<file path="src/rtl/mem_arb_pkg.sv">
// Shared types and constants for the two-port memory arbiter.
// State encoding, requester indices and default path widths.
package mem_arb_pkg;

    localparam int DATA_W_DEF = 32;
    localparam int ADDR_W_DEF = 32;

    localparam logic REQ_IF = 1'b0;
    localparam logic REQ_LS = 1'b1;

    typedef enum logic {
        IDLE = 1'b0,
        BUSY = 1'b1
    } arb_state_e;

endpackage

</file>
<file path="src/rtl/mux2_32.sv">
// Standard 2:1 steering mux cell, 32 bits wide by default.
module mux2_32 #(
    parameter int W = 32
) (
    input  logic         sel,
    input  logic [W-1:0] d0,
    input  logic [W-1:0] d1,
    output logic [W-1:0] y
);

    assign y = sel ? d1 : d0;

endmodule

</file>
<file path="src/rtl/rr_pick2.sv">
// Two-input round-robin pick: a lone requester always wins; on a tie
// the requester that did not win last time is chosen.
module rr_pick2
    import mem_arb_pkg::*;
(
    input  logic req0,
    input  logic req1,
    input  logic last,
    output logic any,
    output logic win
);

    always_comb begin
        any = req0 | req1;
        if (req0 && req1) begin
            win = ~last;
        end else if (req1) begin
            win = REQ_LS;
        end else begin
            win = REQ_IF;
        end
    end

endmodule

</file>
<file path="src/rtl/mem_port_arb2.sv">
// Round-robin arbiter/sequencer for one shared memory port (fetch vs load/store).
// Optional BUSY wait timeout is compiled in with `define ARB_TIMEOUT_EN.
//
// state | meaning
// IDLE  | no transaction in flight; arbitrates every cycle (incl. the done cycle)
// BUSY  | sel-indexed requester owns the port; waits for mem_ready
module mem_port_arb2
    import mem_arb_pkg::*;
#(
    parameter int DATA_W      = DATA_W_DEF,
    parameter int ADDR_W      = ADDR_W_DEF,
    parameter int TIMEOUT_CYC = 16
) (
    input  logic              clk,
    input  logic              rst_n,
    input  logic              req0,
    input  logic [ADDR_W-1:0] addr0,
    input  logic [DATA_W-1:0] wdata0,
    input  logic              we0,
    input  logic              req1,
    input  logic [ADDR_W-1:0] addr1,
    input  logic [DATA_W-1:0] wdata1,
    input  logic              we1,
    output logic              gnt0,
    output logic              gnt1,
    output logic              done0,
    output logic              done1,
    output logic [DATA_W-1:0] rdata,
    output logic              err,
    output logic              sel,
    output logic              mem_valid,
    output logic              mem_we,
    output logic [ADDR_W-1:0] mem_addr,
    output logic [DATA_W-1:0] mem_wdata,
    input  logic              mem_ready,
    input  logic [DATA_W-1:0] mem_rdata
);

    arb_state_e        state_q, state_d;
    logic              sel_q, sel_d;
    logic              last_q, last_d;
    logic              done0_q, done0_d;
    logic              done1_q, done1_d;
    logic              err_q, err_d;
    logic [DATA_W-1:0] rdata_q, rdata_d;
    logic              pick_any, pick_win;
    logic              timeout_hit;
    logic              busy;

    rr_pick2 u_pick (
        .req0 (req0),
        .req1 (req1),
        .last (last_q),
        .any  (pick_any),
        .win  (pick_win)
    );

`ifdef ARB_TIMEOUT_EN
    localparam logic [7:0] TIMEOUT_LAST = 8'(TIMEOUT_CYC - 1);
    logic [7:0] wait_cnt_q;

    // Cleared whenever IDLE so it always starts from zero on BUSY entry.
    always_ff @(posedge clk) begin
        if (!rst_n) begin
            wait_cnt_q <= '0;
        end else if (state_q == IDLE) begin
            wait_cnt_q <= '0;
        end else if (!mem_ready) begin
            wait_cnt_q <= wait_cnt_q + 8'd1;
        end
    end

    assign timeout_hit = (wait_cnt_q == TIMEOUT_LAST);
`else
    logic [7:0] timeout_unused;
    assign timeout_unused = 8'(TIMEOUT_CYC);
    assign timeout_hit    = 1'b0;
`endif

    always_comb begin
        state_d = state_q;
        sel_d   = sel_q;
        last_d  = last_q;
        done0_d = 1'b0;
        done1_d = 1'b0;
        err_d   = 1'b0;
        rdata_d = rdata_q;
        case (state_q)
            IDLE: begin
                if (pick_any) begin
                    state_d = BUSY;
                    sel_d   = pick_win;
                    last_d  = pick_win;
                end
            end
            BUSY: begin
                // A timeout finishes like a completion but keeps the old rdata.
                if (mem_ready || timeout_hit) begin
                    state_d = IDLE;
                    done0_d = (sel_q == REQ_IF);
                    done1_d = (sel_q == REQ_LS);
                    if (mem_ready) begin
                        rdata_d = mem_rdata;
                    end else begin
                        err_d = 1'b1;
                    end
                end
            end
            default: state_d = IDLE;
        endcase
    end

    always_ff @(posedge clk) begin
        if (!rst_n) begin
            state_q <= IDLE;
            sel_q   <= REQ_IF;
            last_q  <= REQ_LS;
            done0_q <= 1'b0;
            done1_q <= 1'b0;
            err_q   <= 1'b0;
            rdata_q <= '0;
        end else begin
            state_q <= state_d;
            sel_q   <= sel_d;
            last_q  <= last_d;
            done0_q <= done0_d;
            done1_q <= done1_d;
            err_q   <= err_d;
            rdata_q <= rdata_d;
        end
    end

    assign busy      = (state_q == BUSY);
    assign gnt0      = busy && (sel_q == REQ_IF);
    assign gnt1      = busy && (sel_q == REQ_LS);
    assign mem_valid = busy;
    assign sel       = sel_q;
    assign done0     = done0_q;
    assign done1     = done1_q;
    assign err       = err_q;
    assign rdata     = rdata_q;
    assign mem_we    = busy && (sel_q ? we1 : we0);

    mux2_32 #(.W(ADDR_W)) u_addr_mux (
        .sel (sel_q),
        .d0  (addr0),
        .d1  (addr1),
        .y   (mem_addr)
    );

    mux2_32 #(.W(DATA_W)) u_wdata_mux (
        .sel (sel_q),
        .d0  (wdata0),
        .d1  (wdata1),
        .y   (mem_wdata)
    );

endmodule

</file>
<file path="config.mk">
export PLATFORM = sky130hd
export DESIGN_NAME = mem_port_arb2
export DESIGN_NICKNAME = d
export VERILOG_FILES = /design/src/rtl/mem_arb_pkg.sv /design/src/rtl/mux2_32.sv /design/src/rtl/rr_pick2.sv /design/src/rtl/mem_port_arb2.sv
export SDC_FILE = /design/constraint.sdc
export NUM_CORES = 1
export LEC_CHECK = 0
export ABC_AREA = 1
export CAP_MARGIN = 25
export CORE_MARGIN = 8
export CORE_UTILIZATION = 25
export DETAILED_ROUTE_END_ITERATION = 8
export GPL_ROUTABILITY_DRIVEN = 1
export PLACE_DENSITY_LB_ADDON = 0.12
export SLEW_MARGIN = 5
export SYNTH_ARGS = -nofsm -noshare
export SYNTH_HDL_FRONTEND = slang
export SYNTH_HIERARCHICAL = 1
export SYNTH_SLANG_ARGS = --single-unit
</file>
<file path="constraint.sdc">
create_clock -name clk -period 1.11 [get_ports clk]
set_clock_uncertainty 0.1 [all_clocks]
set_input_delay 0.222 -clock clk [delete_from_list [all_inputs] [get_ports clk]]
set_output_delay 0.222 -clock clk [all_outputs]
set_load 0.005 [all_outputs]
</file>
## After elaboration in Yosys (flattened, before gate mapping)

Index checks and enable logic that the tools add are counted.

| storage, ports and cells | value |
|---|---|
| bits in registers | 37 |
| latch bits | 0 |
| RAM bits | 0 |
| memory bits (read-only) | 0 |
| input bits | 167 |
| output and inout port bits | 104 |
| logic and storage cells | 25 |
| memories kept | 0 |

| cells by class | value |
|---|---|
| add/sub/neg operators | 0 |
| $mul | 0 |
| div/mod/pow operators | 0 |
| order comparisons | 0 |
| equality and inequality tests | 0 |
| shift-type cells | 0 |
| muxes and demuxes | 8 |
| bitwise operators | 4 |
| reductions and logical operators | 7 |

Operators by type and width:

| kind | count |
|---|---|
| two-way mux 32 bit | 2 |
| two-way mux 1 bit | 5 |
| logical AND 1 bit | 4 |
| AND reduction 2 bit | 2 |
| NOT 1 bit | 3 |
| AND reduction 3 bit | 1 |
| case mux 1 bit (2 select lines) | 1 |
| OR 1 bit | 1 |

## Depth between registers and ports, before layout

| logic depth | value |
|---|---|
| depth after elaboration | 3 |
| mapped depth | 6 |
| mapped depth without buffers | 4 |

## By module

The synthesis kept the hierarchy.

By module, submodules not included:

| module | instances | cells an instance | area each (sq um) | seq. area each (sq um) |
|---|---|---|---|---|
| mem_port_arb2 | 1 | 167 | 1,317.5 | 740.7 |
| mux2_32 | 2 | 104 | 491.7 | 0.0 |
| rr_pick2 | 1 | 3 | 15.0 | 0.0 |

## Worst setup path before layout

No wires, ideal clock.

| timing path | value |
|---|---|
| path type | register to output |
| start | register sel_q (netlist: sel) |
| end | output mem_addr[0] |
| data arrival time | 891 ps |
| required time | 788 ps |
| slack | -103 ps |
| cell stages (with the launch flop) | 6 |
| cell sequence | dfxtp_1 buf_6 inv_8 buf_12 nand2_2 nand2_1 |

| between the ends | value |
|---|---|
| longest elaborated chain between the ends | 1 |

RTL lines:

| item | RTL line | text |
|---|---|---|
| start: declaration | mem_port_arb2.sv:40 | `logic sel_q, sel_d;` |
| start signal: assignment | mem_port_arb2.sv:124 | `sel_q <= sel_d;` |
| two-way mux 32 bit | mux2_32.sv:11 | `assign y = sel ? d1 : d0;` |
| end: declaration | mem_port_arb2.sv:33 | `output logic [ADDR_W-1:0] mem_addr,` |

Every way passes these cells.

## Final worst setup path

| timing path | value |
|---|---|
| start | register sel_q (netlist: sel) |
| end | output mem_addr[2] |

The elaborated chain is that of the path after synthesis.

==> impl_metrics.toml <==
[clock_tree]
clock_latency_ps = 280
path_clk_slew_ps = 60
cts_buffer_depth = 2
cts_hold_buf = 0
cts_tree = "done"
cts-root-buf = "clkbuf_8"
clock-sinks = 37
cts_buffers = 5
cts_htree_levels = 2

[logic_synthesis]
synth_cells = 378
synth-xor-area-share_pct = 0
synth-seq-cells = 37
synth.distinct_cells = 19
syn_nets = 545
synth_area_per_cell_um2 = 6.13
ys.warnings.count = 6
synthSimpleGateAreaFrac_pct = 53.6
synth_top_family_by_area = "simple AND/OR/NAND/NOR gates"
synth_fa_ha_area_share_pct = 0
synth_compound_area_share_pct = 0.864
synth_area_um2 = 2320
yosysSeqAreaShare_pct = 32.0
muxShareOfSynthArea_pct = 0

[placement]
globalplace.congestion = 0.848
pre_cts_ws_ps = -600
dp_hpwl_mm = 10.8
io_buffers = 269

[floorplanning]
die_h_um = 112
die_w_um = 112
core-area_um2 = 9110
pin_count = 271
rows = 35
die-area_um2 = 12600
initial_core_util_pct = 25.4

[timing]
finalSetupViolations = 104
hold_viol_final = 0
layout_worst_path_cycle_share_pct = 146
rsz0062_at_grt = "yes"
layout_setup_ws_ps = -505
fin_crit_ps = 1620
tns_ps = -33060
fmax_mhz = 619
maxSlewViolCount = 0

[critical_path]
startpoint_type = "register"
path_class = "reg -> out"
path_delay_family = "buffers and inverters"
ff2ff_path_depth = 7
path_cells = "buf_12, inv_16, buf_12, nand2_2, nand2_2, buf_6"
cp_num_buf_inv = 4
crit_path_max_fanout = 14
cp.required_ps = 790
end_kind = "primary output"
crit_cells = 6
cp.arrival_ps = 1290
critPathSlowestCell = "dfxtp_4"
cpPeakStageDelay_ps = 410

[drt]
postRouteAntennaNets = 0
drtPass1Iterations = 4
drc = 0
wl_per_cell_um = 18.7
routed_wl_mm = 14.9
drt_iter0_markers = 163
route.vias.total = 3596
viasPerCell = 4.53

[global_route]
antenna_found_initial = 0
grt_pass1_vias = 3643
grt_overflow = 0
grt_max_degree = 22
track_usage_pct = 22.3
grt_pass1_wl_mm = 22.4

[final_layout]
fillers = 809
areaGrowthSynthToFinish_pct = 152
drive_gt1_share_pct = 45.8
final_cell_mix = "clkdlybuf4s50_1, nand2_1, nand2_2, buf_2, buf_6"
multi_input_area_um2 = 1620
diodes = 0
final-seq-area_um2 = 787
layout.nets = 850
layout.cells.most_common = "clkdlybuf4s50_1"

[pwr]
pwr-share-comb_pct = 45.8
total_power_mw = 4.43
seq_power_share_pct = 32.6
p_switching_mw = 1.31
internal_power_mw = 3.12
p_clk_share_pct = 21.6
power_density_nw_per_um2 = 759
p_leak_nw = 3.01
peakVddDrop_mv = 0.846
switching_share_pct = 29.5

[worst_hold_path]
hp-class = "in -> reg"
hold_depth = 2

[outcome]
status = "complete, but fails checks"
violations = "negative setup slack"

[flow_run]
drv_cap = 0
[synth_stat cells (all sizes together)]
library cell / number / area, um^2
nand2: 264 / 1040
dfxtp: 37 / 741
nand3: 34 / 170
buf: 19 / 181
inv: 8 / 45.0
clkbuf: 6 / 82.6
nor2: 4 / 22.5
a21oi: 3 / 15.0
conb: 1 / 3.75
o21ai: 1 / 5.00
or2: 1 / 6.26
[power groups by stage]
stage | sequential, mW | clock, mW | combinational, mW
after floorplan | 1.47 | 0 | 0.503
after global placement | 1.46 | 0 | 1.72
after detailed placement | 1.47 | 0 | 1.74
after CTS | 1.44 | 1.00 | 1.93
after global routing | 1.45 | 1.04 | 2.17
final | 1.44 | 0.958 | 2.03
[metrics by stage]
stage,instances,area (um^2),hold slack [ps],util (%)
finish,794,5830,217,64.1
global route,794,5830,230,64.1
CTS,795,5640,210,61.9
detailed placement,746,5030,357,55.3
global placement,746,5030,343,55.3
floorplan,378,2320,216,-
[area by class of cell]
cell class / instances / area share, %
Multi-Input combinational cell: 308 / 27.8
Timing Repair Buffer: 321 / 53.1
Clock buffer: 6 / 1.42
Inverter: 8 / 1.07
Timing Repair inverter: 2 / 0.622
Clock inverter: 1 / 0.107
Tap cell: 111 / 2.38
Sequential cell: 37 / 13.5
[routing by layer]
| metal | GRT usage, % | vias up | wire, um |
|---|---|---|---|
| li1 | - | 1758 | - |
| met1 | 23.8 | 1667 | 5680 |
| met2 | 43.7 | 150 | 8080 |
| met3 | 5.15 | 21 | 895 |
| met4 | 3.96 | 0 | 212 |
| met5 | 0 | - | 0 |
[flip-flops by register name (all words and copies together), names as in the netlist]
signal,flops
mem_valid,1
done0,1
sel,1
rdata,32
last_q,1
done1,1
[timing repair]
| item | in CTS | in global routing |
|---|---|---|
| pin swaps | 17 | 17 |
| gates resized for setup | 541 | 100 |
| setup endpoints to repair | 137 | 106 |
| cloned | 13 | 1 |
| setup buffers | 30 | 6 |
[kinds of logic (layout without fill, tap and decap cells)]
kind of cell | Yosys count | after routing
buffers and inverters | 33 | 338
AO/OA/AOI/OAI | 4 | 4
other | 1 | 1
flip-flops | 37 | 37
AND/OR/NAND/NOR | 303 | 303
[final timing paths]
path                            slack (ps)     endpoint  startpoint
worst max-delay path                  -510  mem_addr[2]         sel
worst min-delay path                   220    mem_valid   mem_ready
worst max register to register         -70    rdata[13]   mem_valid
worst min register to register         360     rdata[4]    rdata[4]
No activity file was read; power rests on OpenSTA's default activity.
